**src/rtl/uart_pkg.sv**
```systemverilog
// Shared UART definitions: FSM state encodings and bit-timing helpers.
// The RX side uses the same package.
package uart_pkg;

  typedef enum logic [2:0] {
    S_IDLE   = 3'd0,
    S_START  = 3'd1,
    S_DATA   = 3'd2,
    S_PARITY = 3'd3,
    S_STOP   = 3'd4
  } uart_state_e;

  function automatic int clks_per_bit(input int clk_hz, input int baud);
    return clk_hz / baud;
  endfunction

  function automatic int cnt_width(input int cpb);
    return (cpb <= 2) ? 1 : $clog2(cpb);
  endfunction

endpackage

```
**src/rtl/uart_tx_fifo_cfg_fifo.sv**
```systemverilog
// Synchronous circular FIFO with fall-through read data and registered occupancy.
module uart_tx_fifo_cfg_fifo #(
  parameter int WIDTH = 8,
  parameter int DEPTH = 4
) (
  input  logic                   i_clk,
  input  logic                   i_rst,
  input  logic                   i_push,
  input  logic [WIDTH-1:0]       i_data,
  input  logic                   i_pop,
  output logic [WIDTH-1:0]       o_data,
  output logic [$clog2(DEPTH):0] o_level
);

  localparam int AW = $clog2(DEPTH);
  localparam int LW = AW + 1;
  localparam logic [LW-1:0] FULL = LW'(DEPTH);

  logic [WIDTH-1:0] mem_q [DEPTH];
  logic [AW-1:0]    wr_ptr_q, wr_ptr_d, rd_ptr_q, rd_ptr_d;
  logic [LW-1:0]    level_q, level_d;
  logic             do_push, do_pop;

  // Guard here too so a misbehaving parent can never overwrite or underflow.
  assign do_push = i_push && (level_q != FULL);
  assign do_pop  = i_pop && (level_q != '0);

  always_comb begin
    wr_ptr_d = wr_ptr_q;
    rd_ptr_d = rd_ptr_q;
    level_d  = level_q;
    if (do_push) wr_ptr_d = wr_ptr_q + AW'(1);
    if (do_pop)  rd_ptr_d = rd_ptr_q + AW'(1);
    case ({do_push, do_pop})
      2'b10:   level_d = level_q + LW'(1);
      2'b01:   level_d = level_q - LW'(1);
      default: level_d = level_q;
    endcase
  end

  always_ff @(posedge i_clk) begin
    if (i_rst) begin
      wr_ptr_q <= '0;
      rd_ptr_q <= '0;
      level_q  <= '0;
    end else begin
      wr_ptr_q <= wr_ptr_d;
      rd_ptr_q <= rd_ptr_d;
      level_q  <= level_d;
    end
  end

  always_ff @(posedge i_clk) begin
    if (do_push) mem_q[wr_ptr_q] <= i_data;
  end

  assign o_data  = mem_q[rd_ptr_q];
  assign o_level = level_q;

endmodule

```
**src/rtl/uart_tx_fifo_cfg.sv**
```systemverilog
// Parametrised UART transmitter fed by a small FIFO; frames leave back-to-back.
// Optional parity bit enabled by defining UART_TX_PARITY_EN.
//
//   state    | meaning
//   ---------+-----------------------------------------------------
//   S_IDLE   | line high, waiting for a FIFO entry
//   S_START  | start bit (low) for one bit time
//   S_DATA   | DATA_BITS data bits, LSB first
//   S_PARITY | parity bit (only with UART_TX_PARITY_EN)
//   S_STOP   | STOP_BITS stop bits high, then next word or idle
module uart_tx_fifo_cfg #(
  parameter int CLOCK_FREQ = 50_000_000,
  parameter int BAUD_RATE  = 9600,
  parameter int DATA_BITS  = 8,
  parameter int STOP_BITS  = 1,
  parameter int FIFO_DEPTH = 4,
  parameter int PARITY_ODD = 0
) (
  input  logic                        i_clk,
  input  logic                        i_rst,
  input  logic                        i_tx_valid,
  input  logic [DATA_BITS-1:0]        i_tx_data,
  output logic                        o_tx_ready,
  output logic                        o_txd,
  output logic                        o_tx_busy,
  output logic [$clog2(FIFO_DEPTH):0] o_fifo_level
);
  import uart_pkg::*;

  localparam int CPB = clks_per_bit(CLOCK_FREQ, BAUD_RATE);
  localparam int CW  = cnt_width(CPB);
  localparam int LW  = $clog2(FIFO_DEPTH) + 1;
  localparam logic [CW-1:0] CNT_LAST      = CW'(CPB - 1);
  localparam logic [3:0]    IDX_DATA_LAST = 4'(DATA_BITS - 1);
  localparam logic [3:0]    IDX_STOP_LAST = 4'(STOP_BITS - 1);
  localparam logic [LW-1:0] LVL_FULL      = LW'(FIFO_DEPTH);

  if (DATA_BITS < 5 || DATA_BITS > 9) begin : g_bad_data_bits
    $error("uart_tx_fifo_cfg: DATA_BITS must be 5..9");
  end
  if (STOP_BITS < 1 || STOP_BITS > 2) begin : g_bad_stop_bits
    $error("uart_tx_fifo_cfg: STOP_BITS must be 1 or 2");
  end
  if (CPB < 2) begin : g_bad_baud
    $error("uart_tx_fifo_cfg: CLOCK_FREQ/BAUD_RATE must be >= 2");
  end
  if (FIFO_DEPTH < 2 || (FIFO_DEPTH & (FIFO_DEPTH - 1)) != 0) begin : g_bad_depth
    $error("uart_tx_fifo_cfg: FIFO_DEPTH must be a power of 2, >= 2");
  end
  if (PARITY_ODD < 0 || PARITY_ODD > 1) begin : g_bad_parity
    $error("uart_tx_fifo_cfg: PARITY_ODD must be 0 or 1");
  end

  uart_state_e          state_q, state_d;
  logic [CW-1:0]        cnt_q, cnt_d;
  logic [3:0]           idx_q, idx_d;
  logic [DATA_BITS-1:0] shift_q, shift_d;
  logic                 txd_q, txd_d;
  logic                 busy_q;
  logic                 bit_done, take, pop, push;
  logic [DATA_BITS-1:0] fifo_data;
`ifdef UART_TX_PARITY_EN
  logic                 par_q, par_d;
`endif

  assign o_tx_ready = (o_fifo_level != LVL_FULL);
  assign push       = i_tx_valid && o_tx_ready;
  assign bit_done   = (cnt_q == CNT_LAST);

  uart_tx_fifo_cfg_fifo #(
    .WIDTH (DATA_BITS),
    .DEPTH (FIFO_DEPTH)
  ) u_fifo (
    .i_clk   (i_clk),
    .i_rst   (i_rst),
    .i_push  (push),
    .i_data  (i_tx_data),
    .i_pop   (pop),
    .o_data  (fifo_data),
    .o_level (o_fifo_level)
  );

  // The line is driven from state_q and registered, so it trails the FSM by one clock.
  always_comb begin
    state_d = state_q;
    cnt_d   = cnt_q;
    idx_d   = idx_q;
    shift_d = shift_q;
    txd_d   = 1'b1;
    take    = 1'b0;
    pop     = 1'b0;
`ifdef UART_TX_PARITY_EN
    par_d   = par_q;
`endif
    case (state_q)
      S_IDLE: begin
        if (o_fifo_level != '0) take = 1'b1;
      end
      S_START: begin
        txd_d = 1'b0;
        if (bit_done) begin
          cnt_d   = '0;
          state_d = S_DATA;
        end else begin
          cnt_d = cnt_q + CW'(1);
        end
      end
      S_DATA: begin
        txd_d = shift_q[0];
        if (bit_done) begin
          cnt_d   = '0;
          shift_d = shift_q >> 1;
          if (idx_q == IDX_DATA_LAST) begin
            idx_d   = '0;
`ifdef UART_TX_PARITY_EN
            state_d = S_PARITY;
`else
            state_d = S_STOP;
`endif
          end else begin
            idx_d = idx_q + 4'd1;
          end
        end else begin
          cnt_d = cnt_q + CW'(1);
        end
      end
`ifdef UART_TX_PARITY_EN
      S_PARITY: begin
        txd_d = par_q;
        if (bit_done) begin
          cnt_d   = '0;
          state_d = S_STOP;
        end else begin
          cnt_d = cnt_q + CW'(1);
        end
      end
`endif
      S_STOP: begin
        txd_d = 1'b1;
        if (bit_done) begin
          cnt_d = '0;
          if (idx_q == IDX_STOP_LAST) begin
            idx_d   = '0;
            state_d = S_IDLE;
            if (o_fifo_level != '0) take = 1'b1;
          end else begin
            idx_d = idx_q + 4'd1;
          end
        end else begin
          cnt_d = cnt_q + CW'(1);
        end
      end
      default: begin
        state_d = S_IDLE;
        cnt_d   = '0;
        idx_d   = '0;
        txd_d   = 1'b1;
      end
    endcase

    if (take) begin
      pop     = 1'b1;
      shift_d = fifo_data;
      state_d = S_START;
      cnt_d   = '0;
      idx_d   = '0;
`ifdef UART_TX_PARITY_EN
      par_d   = (PARITY_ODD != 0) ? ~^fifo_data : ^fifo_data;
`endif
    end
  end

  always_ff @(posedge i_clk) begin
    if (i_rst) begin
      state_q <= S_IDLE;
      cnt_q   <= '0;
      idx_q   <= '0;
      shift_q <= '0;
      txd_q   <= 1'b1;
      busy_q  <= 1'b0;
`ifdef UART_TX_PARITY_EN
      par_q   <= 1'b0;
`endif
    end else begin
      state_q <= state_d;
      cnt_q   <= cnt_d;
      idx_q   <= idx_d;
      shift_q <= shift_d;
      txd_q   <= txd_d;
      busy_q  <= (state_q != S_IDLE) || (o_fifo_level != '0);
`ifdef UART_TX_PARITY_EN
      par_q   <= par_d;
`endif
    end
  end

  assign o_txd     = txd_q;
  assign o_tx_busy = busy_q;

endmodule

```
**config.mk**
```make
export PLATFORM = sky130hd
export DESIGN_NAME = uart_tx_fifo_cfg
export DESIGN_NICKNAME = d
export VERILOG_FILES = /design/src/rtl/uart_pkg.sv /design/src/rtl/uart_tx_fifo_cfg_fifo.sv /design/src/rtl/uart_tx_fifo_cfg.sv
export SDC_FILE = /design/constraint.sdc
export NUM_CORES = 1
export LEC_CHECK = 0
export CAP_MARGIN = 20
export CORE_MARGIN = 2
export CORE_UTILIZATION = 59
export DETAILED_ROUTE_END_ITERATION = 7
export PLACE_DENSITY = 0.91
export SLEW_MARGIN = 10
export SYNTH_ARGS = -nofsm -noshare
export SYNTH_HDL_FRONTEND = slang
export SYNTH_SLANG_ARGS = --single-unit
```
**constraint.sdc**
```tcl
create_clock -name i_clk -period 3.5 [get_ports i_clk]
set_clock_uncertainty 0.15 [all_clocks]
set_input_delay 0.35 -clock i_clk [delete_from_list [all_inputs] [get_ports i_clk]]
set_output_delay 0.35 -clock i_clk [all_outputs]
set_load 0.05 [all_outputs]
```
==> flow_metrics.tcl, run 1 <==
set metrics [dict create \
    outcome "complete, no violations" \
    final_antenna_net_count 0 \
    routed_wl_mm 5.889 \
    syn_to_final_growth_pct 13.25 \
    clkLatencyLatePin_ns 0.35 \
    synth.net_count 300 \
    num-fill-cells 369 \
    synth-edff-count 32 \
    syn_area_per_cell_sq_um 11.36 \
    cts.repair.resized 0 \
    drv_cap 0 \
    p_leak_nw 1.275 \
    via_per_inst 5.777 \
    core_area_sq_um 5140 \
    clock.fmax_mhz 302.6 \
    dp_cells 357 \
    worst_slew_pin_slew_ns 0.5319 \
    cts_setup_buffers 0 \
    yosys_register_bits 71 \
    die_w_microns 77.44 \
    cp-startpoint "idx_q[0]" \
    rr_worst_depth 12 \
    hold_viol_final 0 \
    crit_fanout 15 \
    r2r_end "u_fifo.o_level[2]" \
    synthTopCellsByArea "edfxtp_1, dfxtp_1, mux4_2" \
    ys_seq_area_share_pct 54.74 \
    dp_hpwl_mm 3.968 \
    die_y_microns 77.44 \
    max_slew_margin_pct 64.49 \
    start_kind "flop" \
    nets 318 \
    gp_congestion 0.9194 \
    cts_max_path_buffers 2 \
    synth_xor_area_share_pct 4.955 \
    htree_levels 3 \
    power_w 0.002349 \
    p_per_area_nw_per_um2 651.8 \
    antenna-diode-count 0 \
    rsz0062_at_grt "no" \
    die-area_sq_um 5996 \
    final-setup-viol-count 0 \
    ys.flop_type "dfxtp_1" \
    dr.pass1.iters 4 \
    min_path_cells 2 \
    p_int_w 0.001577 \
    clkTransAtPathRegs_ns 0.08 \
    swShare_pct 32.86 \
    holdBufCountCts 0 \
    end_kind "flop" \
    vias 2155 \
    synth_top_family_by_area "simple AND/OR/NAND/NOR gates" \
    grt-ovfl-total 0 \
    io_pins 17 \
    grt_usage_pct 21.79 \
    synth_area_sq_um 3182 \
    p_clk_share_pct 28.3 \
    clock_sink_count 71 \
    antenna_found_initial 0 \
    final_max_slew_viol_count 0 \
    synth.distinct_cells 53 \
    final_common_cell "dfxtp_1" \
    synthAdderAreaFrac_pct 4.090 \
    yosys.area.top_type "edfxtp_1" \
    grt_max_degree 22 \
    min_path_type "reg2reg" \
    cts_root_buf "clkbuf_8" \
    final_cells 373 \
    min_period_ns 3.305 \
    rows 26 \
    port_buffers 16 \
    cts_buffers 9 \
    hp-start "shift_q[7]" \
    grt_pass1_wl_mm 10.03 \
    holdPathEnd "shift_q[7]" \
    synth_compound_area_share_pct 9.162 \
    yosys.area_share.simple_pct 18.09 \
    drive_gt1_share_pct 12.54 \
    seqPwrFrac_pct 45.9 \
    synth_async_sr_flop_share_pct 0 \
    r2r_slack_ns 0.20 \
    period_share_pct 94.43 \
    detail_route.wl_per_cell_microns 15.79 \
    start_util_pct 61.90 \
    pwr-share-comb_pct 25.8 \
    reg2reg_from "idx_q[0]" \
    layout_common_cells "dfxtp_1, nor2_1, edfxtp_1" \
    remaining_drc_errors 0 \
    drt_iter0_markers 120 \
    synth_top_area_share_pct 30.20 \
    yosysWarnings 0 \
    synth.area.mux_share_pct 5.663 \
    worstSetupPathType "reg2reg" \
    grt_pass1_vias 2179 \
    syn_inst 280 \
    worstPathRequired_ns 3.63 \
    power_switching_w 0.0007717 \
    cts_tree "yes" \
    vdd_drop_max_uv 477.2 \
    tns_ns 0 \
    arrival_ns 3.43 \
]
[power by group through the flow]
stage	logic, W	registers [W]	clock network [W]
6_report	0.000607	0.00108	0.000664
5_1_grt	0.000673	0.00109	0.000714
4_1_cts	0.000609	0.00108	0.000678
3_5_place_dp	0.000601	0.00109	0
3_3_place_gp	0.000580	0.00109	0
2_1_floorplan	0.000439	0.00111	0
[per-stage QoR]
step	utilization (%)	hold WS, ns	area [sq um]	setup WS [ns]
2_1_floorplan	-	0.2928	3182	0.4396
3_3_place_gp	66.16	0.3078	3401	0.3748
3_5_place_dp	66.16	0.3101	3401	0.2480
4_1_cts	70.11	0.3230	3603	0.1961
5_1_grt	70.11	0.3496	3603	0.02297
6_report	70.11	0.3195	3603	0.1951
[kinds of logic (layout without fill, tap and decap cells)]
family / Yosys count / after routing
buffers and inverters: 26 / 49
multiplexers: 8 / 8
flip-flops: 71 / 71
AND/OR/NAND/NOR: 109 / 109
XOR/XNOR: 18 / 18
AO/OA/AOI/OAI: 38 / 38
adder cells (fa/ha/maj): 10 / 10
[cell usage after synthesis (3+ instances only)]
library cell / number
nor2_1: 38
nand3_1: 9
edfxtp_1: 32
xnor2_1: 8
and3_1: 8
inv_1: 14
a31oi_1: 3
clkbuf_1: 9
or3_1: 4
nor3_1: 3
a311oi_1: 4
nand4_1: 5
ha_1: 8
dfxtp_1: 39
nand2_1: 20
xor2_1: 10
o21ai_0: 5
a21oi_1: 13
mux4_2: 8
[sequential cells by signal (all words and copies together) (netlist names), named ones only]
name             count
u_fifo.wr_ptr_q      2
cnt_q               13
u_fifo.rd_ptr_q      2
state_q              3
idx_q                4
shift_q              8
o_txd                1
o_tx_busy            1
u_fifo.o_level       3
u_fifo.mem_q        32
[area by class of cell]
| cell class | instances | area, sq um | area share [%] |
|---|---|---|---|
| Sequential cell | 71 | 1742 | 48.33 |
| Multi-Input combinational cell | 183 | 1335 | 37.05 |
| Timing Repair Buffer | 18 | 175.2 | 4.861 |
| Clock buffer | 9 | 123.9 | 3.438 |
| Tap cell | 70 | 87.58 | 2.431 |
| Clock inverter | 7 | 78.83 | 2.187 |
| Inverter | 15 | 61.31 | 1.701 |
[worst max-delay path, stage by stage (launching register included)]
cell and delay (ns):
dfxtp_1 0.35, inv_1 0.07, ha_1 0.13, or3b_1 0.46, o41ai_4 0.50, nand2_4 0.21
clkinv_4 0.12, ha_1 0.19, inv_1 0.06, fa_1 0.38, xor2_1 0.16, or3_1 0.32
a21oi_1 0.16
[metal layers]
metal,vias to the layer above,track usage (%),routed length [microns]
met5,-,0,0
met4,0,8.036,14
met2,59,36.52,3117
met3,2,7.209,269
met1,1046,26.25,2486
li1,1048,-,-
[worst max path at each step]
stage	to	slack (ns)	depth (start not counted)
global route	u_fifo.o_level[2]	0.02	12
finish	u_fifo.o_level[2]	0.20	12
floorplan	u_fifo.o_level[2]	0.44	9
CTS	u_fifo.o_level[2]	0.20	12
detailed placement	u_fifo.o_level[2]	0.25	12
global placement	u_fifo.o_level[2]	0.37	12
(Power assumes the default switching activity.)
==> run 2: changes to the inputs <==
--- a/config.mk
+++ b/config.mk
@@ -9,7 +9,8 @@
 export CORE_MARGIN = 2
 export CORE_UTILIZATION = 59
 export DETAILED_ROUTE_END_ITERATION = 7
-export PLACE_DENSITY = 0.91
+export GPL_TIMING_DRIVEN = 0
+export PLACE_DENSITY = 0.86
 export SLEW_MARGIN = 10
 export SYNTH_ARGS = -nofsm -noshare
 export SYNTH_HDL_FRONTEND = slang
==> run 2 against run 1 <==
Final area rose by 0.66%. Die area unchanged. Routed wire length shrank 1.6%. Utilization increased by 0.46 points. Count of clock-buffer cells in the layout unchanged. Worst hold slack improved by 0.010 ns. Critical endpoint unchanged. Largest power group unchanged. Highest routed layer unchanged.
==> flow_metrics.tcl, run 2 (synthesized netlist as in run 1, its figures left out) <==
set metrics [dict create \
    vias 2167 \
    worstPathRequired_ns 3.62 \
    min_path_type "reg2reg" \
    arrival_ns 3.40 \
    multi_input_area_sq_um 1335 \
    grt_max_degree 17 \
    drive_gt1_share_pct 12.18 \
    fin_hold_ws_ns 0.3296 \
    grt_pass1_wl_mm 9.901 \
    top_register "u_fifo.mem_q" \
    tns_ns 0 \
    rows 26 \
    final_common_cell "dfxtp_1" \
    cts_setup_buffers 0 \
    final_max_slew_viol_count 0 \
    clock.fmax_mhz 304.9 \
    gp_congestion 0.8303 \
    clkLatencyLatePin_ns 0.35 \
    grtUsageMet1_pct 26.35 \
    dp_hpwl_mm 4.156 \
    min_period_ns 3.280 \
    die-area_sq_um 5996 \
    grt-ovfl-total 0 \
    io_pins 17 \
    use_met2_pct 34.43 \
    largest_register_ffs 32 \
    syn_to_final_growth_pct 14.00 \
    final_util_pct 70.57 \
    cts_root_buf "clkbuf_8" \
    port_buffers 16 \
    drt_iter0_markers 163 \
    cts_tree "yes" \
    hold_viol_final 0 \
    via_per_inst 5.673 \
    cts.repair.resized 0 \
    nets 327 \
    worstSetupPathType "reg2reg" \
    dr.pass1.iters 5 \
    routed_wl_mm 5.796 \
    max_slew_margin_pct 57.88 \
    htree_levels 3 \
    p_leak_nw 1.280 \
    grt_usage_pct 21.39 \
    final-setup-viol-count 0 \
    drv_cap 0 \
    start_kind "flop" \
    remaining_drc_errors 0 \
    vdd_drop_max_uv 572.1 \
    end_kind "flop" \
    clkTransAtPathRegs_ns 0.09 \
    p_per_area_nw_per_um2 640.7 \
    crit_fanout 6 \
    regArea_sq_um 1742 \
    outcome "complete, no violations" \
    core_area_sq_um 5140 \
    reg_top3 "u_fifo.mem_q: 32 flops, cnt_q: 13 flops, shift_q: 8 flops" \
    holdBufCountCts 0 \
    antenna_found_initial 0 \
    num-fill-cells 386 \
    start_util_pct 61.90 \
    die_w_microns 77.44 \
    grt_use_met3_pct 8.023 \
    rsz0062_at_grt "no" \
    cts_max_path_buffers 2 \
    dp_cells 366 \
    final_cells 382 \
    detail_route.wl_per_cell_microns 15.17 \
    clock_sink_count 71 \
    cts_buffers 9 \
    worst_slew_pin_slew_ns 0.6318 \
    layout_common_cells "dfxtp_1, nor2_1, edfxtp_1" \
    antenna-diode-count 0 \
    die_y_microns 77.44 \
    grt_pass1_vias 2138 \
    final_antenna_net_count 0 \
    period_share_pct 93.71 \
    grt-busiest-layer "met2" \
]
[run 2: cell types whose count changed in the layout (fill, tap and decap cells not counted)]
cell	before	now
clkbuf_1	0	9
buf_2	0	2
buf_4	2	0
clkinv_4	4	2
inv_8	0	2
bufinv_16	1	0
clkinv_2	1	0
clkinv_8	0	1
inv_6	2	3
[run 2: worst paths after layout]
path,startpoint,to,slack [ns],cells past startpoint
setup / recovery,idx_q[0],u_fifo.o_level[2],0.22,12
hold / removal,shift_q[7],shift_q[7],0.33,2
setup reg to reg,idx_q[0],u_fifo.o_level[2],0.22,12
hold reg to reg,shift_q[7],shift_q[7],0.33,2
[run 2: final cells by class]
cell class | count | share of cell area [%]
repair buffers | 16 | 4.415
multi-input cells | 183 | 36.81
inverters | 15 | 1.690
flip-flops and latches | 71 | 48.02
clock buffers | 9 | 3.415
clock inverters | 7 | 2.035
well taps | 70 | 2.415
plain buffers | 11 | 1.207
[run 2: metal layers]
layer	up-vias	routed length [microns]
met5	-	0
met4	0	93
met3	10	258
met2	45	2880
met1	1042	2564
li1	1070	-
[run 2: stage by stage]
| stage | total power [W] | setup slack (ns) | cell area (sq um) |
|---|---|---|---|
| 2_1_floorplan | 0.001545 | 0.4396 | 3182 |
| 3_3_place_gp | 0.001682 | 0.3288 | 3430 |
| 3_5_place_dp | 0.001711 | 0.2095 | 3430 |
| 4_1_cts | 0.002351 | 0.1485 | 3627 |
| 5_1_grt | 0.002464 | 0.05680 | 3627 |
| 6_report | 0.002324 | 0.2201 | 3627 |
[run 2: worst max-delay path: stages (launching register included)]
cell and delay [ns]:
dfxtp_1 0.36, inv_1 0.07, ha_1 0.14, or3b_1 0.46
o41ai_4 0.45, nand2_4 0.15, clkinv_4 0.11, ha_1 0.20
inv_1 0.08, fa_1 0.38, xor2_1 0.16, or3_1 0.32
a21oi_1 0.18
[run 2: where the power goes]
group,internal (W),switching (W)
clock,0.000281,0.000348
combinational,0.000258,0.000389
sequential,0.000990,0.0000576
==> run 3: changes to the inputs <==
--- a/config.mk
+++ b/config.mk
@@ -15,3 +15,4 @@
 export SYNTH_ARGS = -nofsm -noshare
 export SYNTH_HDL_FRONTEND = slang
 export SYNTH_SLANG_ARGS = --single-unit
+export TNS_END_PERCENT = 10
==> results of run 3 <==
The final DEF is identical to that of run 2; final timing and power are the same.
